File: config.mk
export PLATFORM = sky130hd
export DESIGN_NAME = imm_ext
export DESIGN_NICKNAME = d
export VERILOG_FILES = /design/src/rtl/imm_ext.sv
export SDC_FILE = /design/constraint.sdc
export NUM_CORES = 1
export LEC_CHECK = 0
export CELL_PAD_IN_SITES_DETAIL_PLACEMENT = 0
export CELL_PAD_IN_SITES_GLOBAL_PLACEMENT = 2
export CORE_ASPECT_RATIO = 1.2
export CORE_MARGIN = 3
export CORE_UTILIZATION = 19
export CTS_CLUSTER_DIAMETER = 40
export DETAILED_ROUTE_END_ITERATION = 8
export PLACE_DENSITY_LB_ADDON = 0.1
export SLEW_MARGIN = 20
export SYNTH_ARGS = -nofsm -noshare
export SYNTH_HDL_FRONTEND = slang
export SYNTH_SLANG_ARGS = --single-unit
File: constraint.sdc
create_clock -name clk -period 1.1 [get_ports clk]
set_input_delay 0.165 -clock clk [delete_from_list [all_inputs] [get_ports clk]]
set_output_delay 0.165 -clock clk [all_outputs]
set_load 0.02 [all_outputs]
File: src/rtl/imm_ext.sv
// -----------------------------------------------------------------------------
// imm_ext
//
// Immediate extension unit for the P4 single-cycle MIPS datapath. Widens the
// raw 16-bit instruction immediate to the full data width in two ways:
//
//   * Always-valid combinational outputs for the sign-extended and the
//     zero-extended immediate. These follow imm with no clock or reset
//     dependence.
//   * A one-cycle registered result, selected by ext_op, carrying a valid
//     flag. It feeds the ALU-B mux and the branch adder.
//
// Parameters
//   IMM_W   immediate input width (16)
//   DATA_W  extended output width (32); must be at least IMM_W+2 so the
//           branch offset keeps its sign after the <<2
//
// Ports
//   clk         in   1       system clock, rising edge
//   reset       in   1       asynchronous, active-high reset
//   imm         in   IMM_W   raw instruction immediate (instr[15:0])
//   ext_op      in   2       00 zero-ext, 01 sign-ext, 10 LUI, 11 branch offset
//   in_valid    in   1       capture imm/ext_op on this rising edge
//   immSignExt  out  DATA_W  combinational sign-extended immediate
//   immZeroExt  out  DATA_W  combinational zero-extended immediate
//   ext_out     out  DATA_W  registered op-selected result
//   out_valid   out  1       ext_out holds a result captured on the last edge
// -----------------------------------------------------------------------------
module imm_ext #(
    parameter int IMM_W  = 16,
    parameter int DATA_W = 32
) (
    input  logic              clk,
    input  logic              reset,
    input  logic [IMM_W-1:0]  imm,
    input  logic [1:0]        ext_op,
    input  logic              in_valid,
    output logic [DATA_W-1:0] immSignExt,
    output logic [DATA_W-1:0] immZeroExt,
    output logic [DATA_W-1:0] ext_out,
    output logic              out_valid
);

    // Encoding of the ext_op selector.
    typedef enum logic [1:0] {
        EXT_ZERO   = 2'b00,
        EXT_SIGN   = 2'b01,
        EXT_LUI    = 2'b10,
        EXT_BRANCH = 2'b11
    } extOpE;

    localparam int PAD_W = DATA_W - IMM_W;

    logic [DATA_W-1:0] luiValue;
    logic [DATA_W-1:0] branchValue;
    logic [DATA_W-1:0] decoded;

    logic [DATA_W-1:0] ext_d;
    logic [DATA_W-1:0] ext_q;
    logic              valid_d;
    logic              valid_q;

    // The two plain extensions are pure wiring; X on imm propagates straight
    // through, so a bad immediate is visible in simulation immediately.
    assign immSignExt = {{PAD_W{imm[IMM_W-1]}}, imm};
    assign immZeroExt = {{PAD_W{1'b0}}, imm};

    // LUI places the immediate in the upper half with zeros below. Shifting
    // the zero-extended value keeps this correct for any DATA_W >= IMM_W.
    assign luiValue = immZeroExt << PAD_W;

    // Branch offsets are word offsets: sign-extend first, then scale by 4.
    // The two bits shifted out of the top are copies of the sign, so the
    // result keeps the sign of the immediate.
    assign branchValue = immSignExt << 2;

    // Select the registered result from the decoded op.
    always_comb begin
        decoded = immZeroExt;
        unique case (extOpE'(ext_op))
            EXT_ZERO:   decoded = immZeroExt;
            EXT_SIGN:   decoded = immSignExt;
            EXT_LUI:    decoded = luiValue;
            EXT_BRANCH: decoded = branchValue;
            default:    decoded = immZeroExt;
        endcase
    end

    // Next-state logic: a valid input captures a new result; otherwise the
    // previous result is held but no longer flagged as fresh.
    always_comb begin
        ext_d   = ext_q;
        valid_d = 1'b0;
        if (in_valid) begin
            ext_d   = decoded;
            valid_d = 1'b1;
        end
    end

    // Result register. Reset clears both the data and the valid flag at once,
    // which also throws away anything captured just before reset.
    always_ff @(posedge clk or posedge reset) begin
        if (reset) begin
            ext_q   <= '0;
            valid_q <= 1'b0;
        end else begin
            ext_q   <= ext_d;
            valid_q <= valid_d;
        end
    end

    assign ext_out   = ext_q;
    assign out_valid = valid_q;

endmodule

==> results of run 1 <==
==> final cells by class <==
type / instances / area (sq um)
repair buffers: 132 / 993
multi-input cells: 122 / 613
well taps: 123 / 154
clock buffers: 5 / 125
flip-flops and latches: 33 / 826
fillers: 1064 / 6920
inverters: 6 / 22.5
clock inverters: 1 / 5.00
==> flip-flops by register name, summed over array words and instances, names as in the netlist <==
signal     cells
ext_out       32
out_valid      1
==> cells in the mapped netlist, types with 3 or more instances <==
cell type / count
nor2_1: 34
clkbuf_1: 4
inv_1: 6
dfrtp_1: 33
nor2b_1: 9
a221oi_1: 6
o21ai_0: 4
buf_4: 64
nand2_1: 17
a21oi_1: 30
buf_2: 3
==> metrics by stage <==
step | instances | TNS, ns | util, % | total power, W | hold WS (ns)
after floorplan | 234 | 0 | - | 0.00213 | 0.196
final | 422 | 0 | 28.3 | 0.00379 | 0.244
after CTS | 422 | 0 | 30.1 | 0.00394 | 0.255
after global placement | 415 | -28.98 | 29.6 | 0.00269 | 0.486
after detailed placement | 415 | -28.83 | 29.6 | 0.00269 | 0.499
after global routing | 422 | -0.00634 | 28.3 | 0.00403 | 0.273
==> cell usage in the layout, fill, tap and decap left out, types with 2 or more instances in the layout <==
master           Yosys  layout
a221oi_2             0       3
nand2_1             17      17
clkdlybuf4s50_1      0      17
a21oi_1             30      29
buf_2                3      56
buf_4               64      42
clkdlybuf4s15_2      0       7
nor2_1              34      34
conb_1               1      16
a221oi_1             6       3
inv_1                6       6
buf_6                1       3
clkbuf_16            0       5
dfrtp_1             33      33
dlygate4sd2_1        0       2
o21ai_0              4       4
buf_12               0       3
nor2b_1              9       9
==> kinds of logic after synthesis <==
| family | share of synthesized area, % |
|---|---|
| flip-flops | 43.4 |
| other | 0.197 |
| buffers and inverters | 28.9 |
| AO/OA/AOI/OAI | 13.1 |
| AND/OR/NAND/NOR | 13.9 |
| multiplexers | 0.526 |
==> final timing paths <==
check	slack [ns]	to	startpoint	depth (start not counted)
setup / recovery	0.03	ext_out[12]	ext_out[12]	1
hold / removal	0.24	ext_out[26]	reset	3
setup reg to reg	0.26	ext_out[16]	ext_out[16]	3
hold reg to reg	0.50	ext_out[13]	ext_out[13]	2
max in group asynchronous	0.67	ext_out[30]	reset	3
min in group clk	0.27	out_valid	in_valid	2
==> timing repair <==
| action | 4_1_cts | 5_1_grt |
|---|---|---|
| gates resized for setup | 306 | 39 |
| setup endpoints to repair | 95 | 46 |
| pin swaps | 1 | 0 |
| hold buffers | 0 | 0 |
| gates cloned | 1 | 0 |
==> power breakdown <==
group	internal [W]	switching [W]	total, W
logic	0.000438	0.000662	0.00110
registers	0.00134	0.0000610	0.00140
clock network	0.000808	0.000485	0.00129
==> layer usage <==
metal | up-vias | share of wire, % | global-route usage, %
li1 | 791 | - | -
met1 | 761 | 44 | 13.0
met2 | 73 | 47 | 17.0
met3 | 5 | 7.2 | 3.85
met4 | 0 | 1.2 | 2.77
met5 | - | 0 | 0
==> run metrics, run 1 <==
fmax=937 MHz; layout cells sized above 1=42.1%; Clock transition at path regs=0.05 ns; P per Cell Area=1380 nW/um^2; vias in the first global route=1649; Netlist cell types=20; Cell Chain, Critical Path=clkdlybuf4s15_2; Critical path buffers and inverters=1; Critical Path AT=0.90 ns; Clock Latency Late Sink=0.27 ns; critical path's largest stage delay=0.37 ns; Post-synth top flop=dfrtp_1; sequential area share after synthesis=43.4%; largest net degree at the start of global routing=38; Initial Util=19.7%; Yosys reg bits=33; status=finished clean; via count=1630; Setup-failing EPs final=0; total CTS buffers=5; RSZ-0062 raised after global routing=true; Netlist Area Pre-Place=1900 sq um; routed wire length=5770 um; top post-synthesis cells by area=dfrtp_1, buf_4, a21oi_1; Final WS setup=0.0330 ns; Clock H-tree levels=2; Routed wire per std cell=13.7 um; DR vias/cell=3.86; Setup Crit Path Kind=register to primary output; 1st-iter DRT viols=43; Mean Syn Cell Area=8.69 sq um; maximum VDD drop=0.547 mV; DIE WIDTH=97.4 um; CP max FO=2; Hold Path Class=input port to async pin; Final Hold Fails=0; CP Launch Type=register; post-route ant nets=0; area delta synth->final=43.9%; die height=116 um; Ys Warns=0; Final Skew=0 ns; CTS tree=yes; row cnt=39; Critical Path RT=0.94 ns; # Post-CTS Setup Buffers=0; DP Area=2860 sq um; leak pwr=1.33 nW; gp weighted congestion=0.656; CTS max path bufs=2; CP max stage cell=dfrtp_1; CTS Sinks=33; Period minus WS final=1.07 ns; Final Slew Violations=0; # nets final=321; max-cap violations=0; 1st-pass router iterations=4; port bufs=101; area fraction of the dominant cell type after synthesis=43.4%; area leader, netlist=dfrtp_1; synthesized instance count=219; crit share post-route=97.0%; first-pass GRT wire length=9250 um; CTS root buffer=clkbuf_16; pre-CTS setup slack=-0.517 ns; DRC viols=0; core area=9660 sq um; gr ovfl total=0; Die ar.=11300 sq um; FFs w/ async S/R, synth=100%; initial antenna violation count=0; crit end category=primary output; Post-synth EDFFs=0; IO Pins=118; CP delay by family, top=flip-flops; total track usage=10.4%; diode count=0; Design Area, Final=2740 sq um; HPWL Detailed=4160 um
No activity file was read; power rests on OpenSTA's default activity.
==> run 2, diff against run 1 <==
--- a/config.mk
+++ b/config.mk
@@ -13,7 +13,7 @@
 export CTS_CLUSTER_DIAMETER = 40
 export DETAILED_ROUTE_END_ITERATION = 8
 export PLACE_DENSITY_LB_ADDON = 0.1
-export SLEW_MARGIN = 20
+export SLEW_MARGIN = 5
 export SYNTH_ARGS = -nofsm -noshare
 export SYNTH_HDL_FRONTEND = slang
 export SYNTH_SLANG_ARGS = --single-unit
==> results of run 2 <==
Same layout as run 1: the final DEF is identical, and so are final timing and power.
==> run 3, diff against run 2 <==
--- a/config.mk
+++ b/config.mk
@@ -13,7 +13,7 @@
 export CTS_CLUSTER_DIAMETER = 40
 export DETAILED_ROUTE_END_ITERATION = 8
 export PLACE_DENSITY_LB_ADDON = 0.1
-export SLEW_MARGIN = 5
+export SLEW_MARGIN = 10
 export SYNTH_ARGS = -nofsm -noshare
 export SYNTH_HDL_FRONTEND = slang
 export SYNTH_SLANG_ARGS = --single-unit
==> results of run 3 <==
Same layout as run 1: the final DEF is identical, and so are final timing and power.
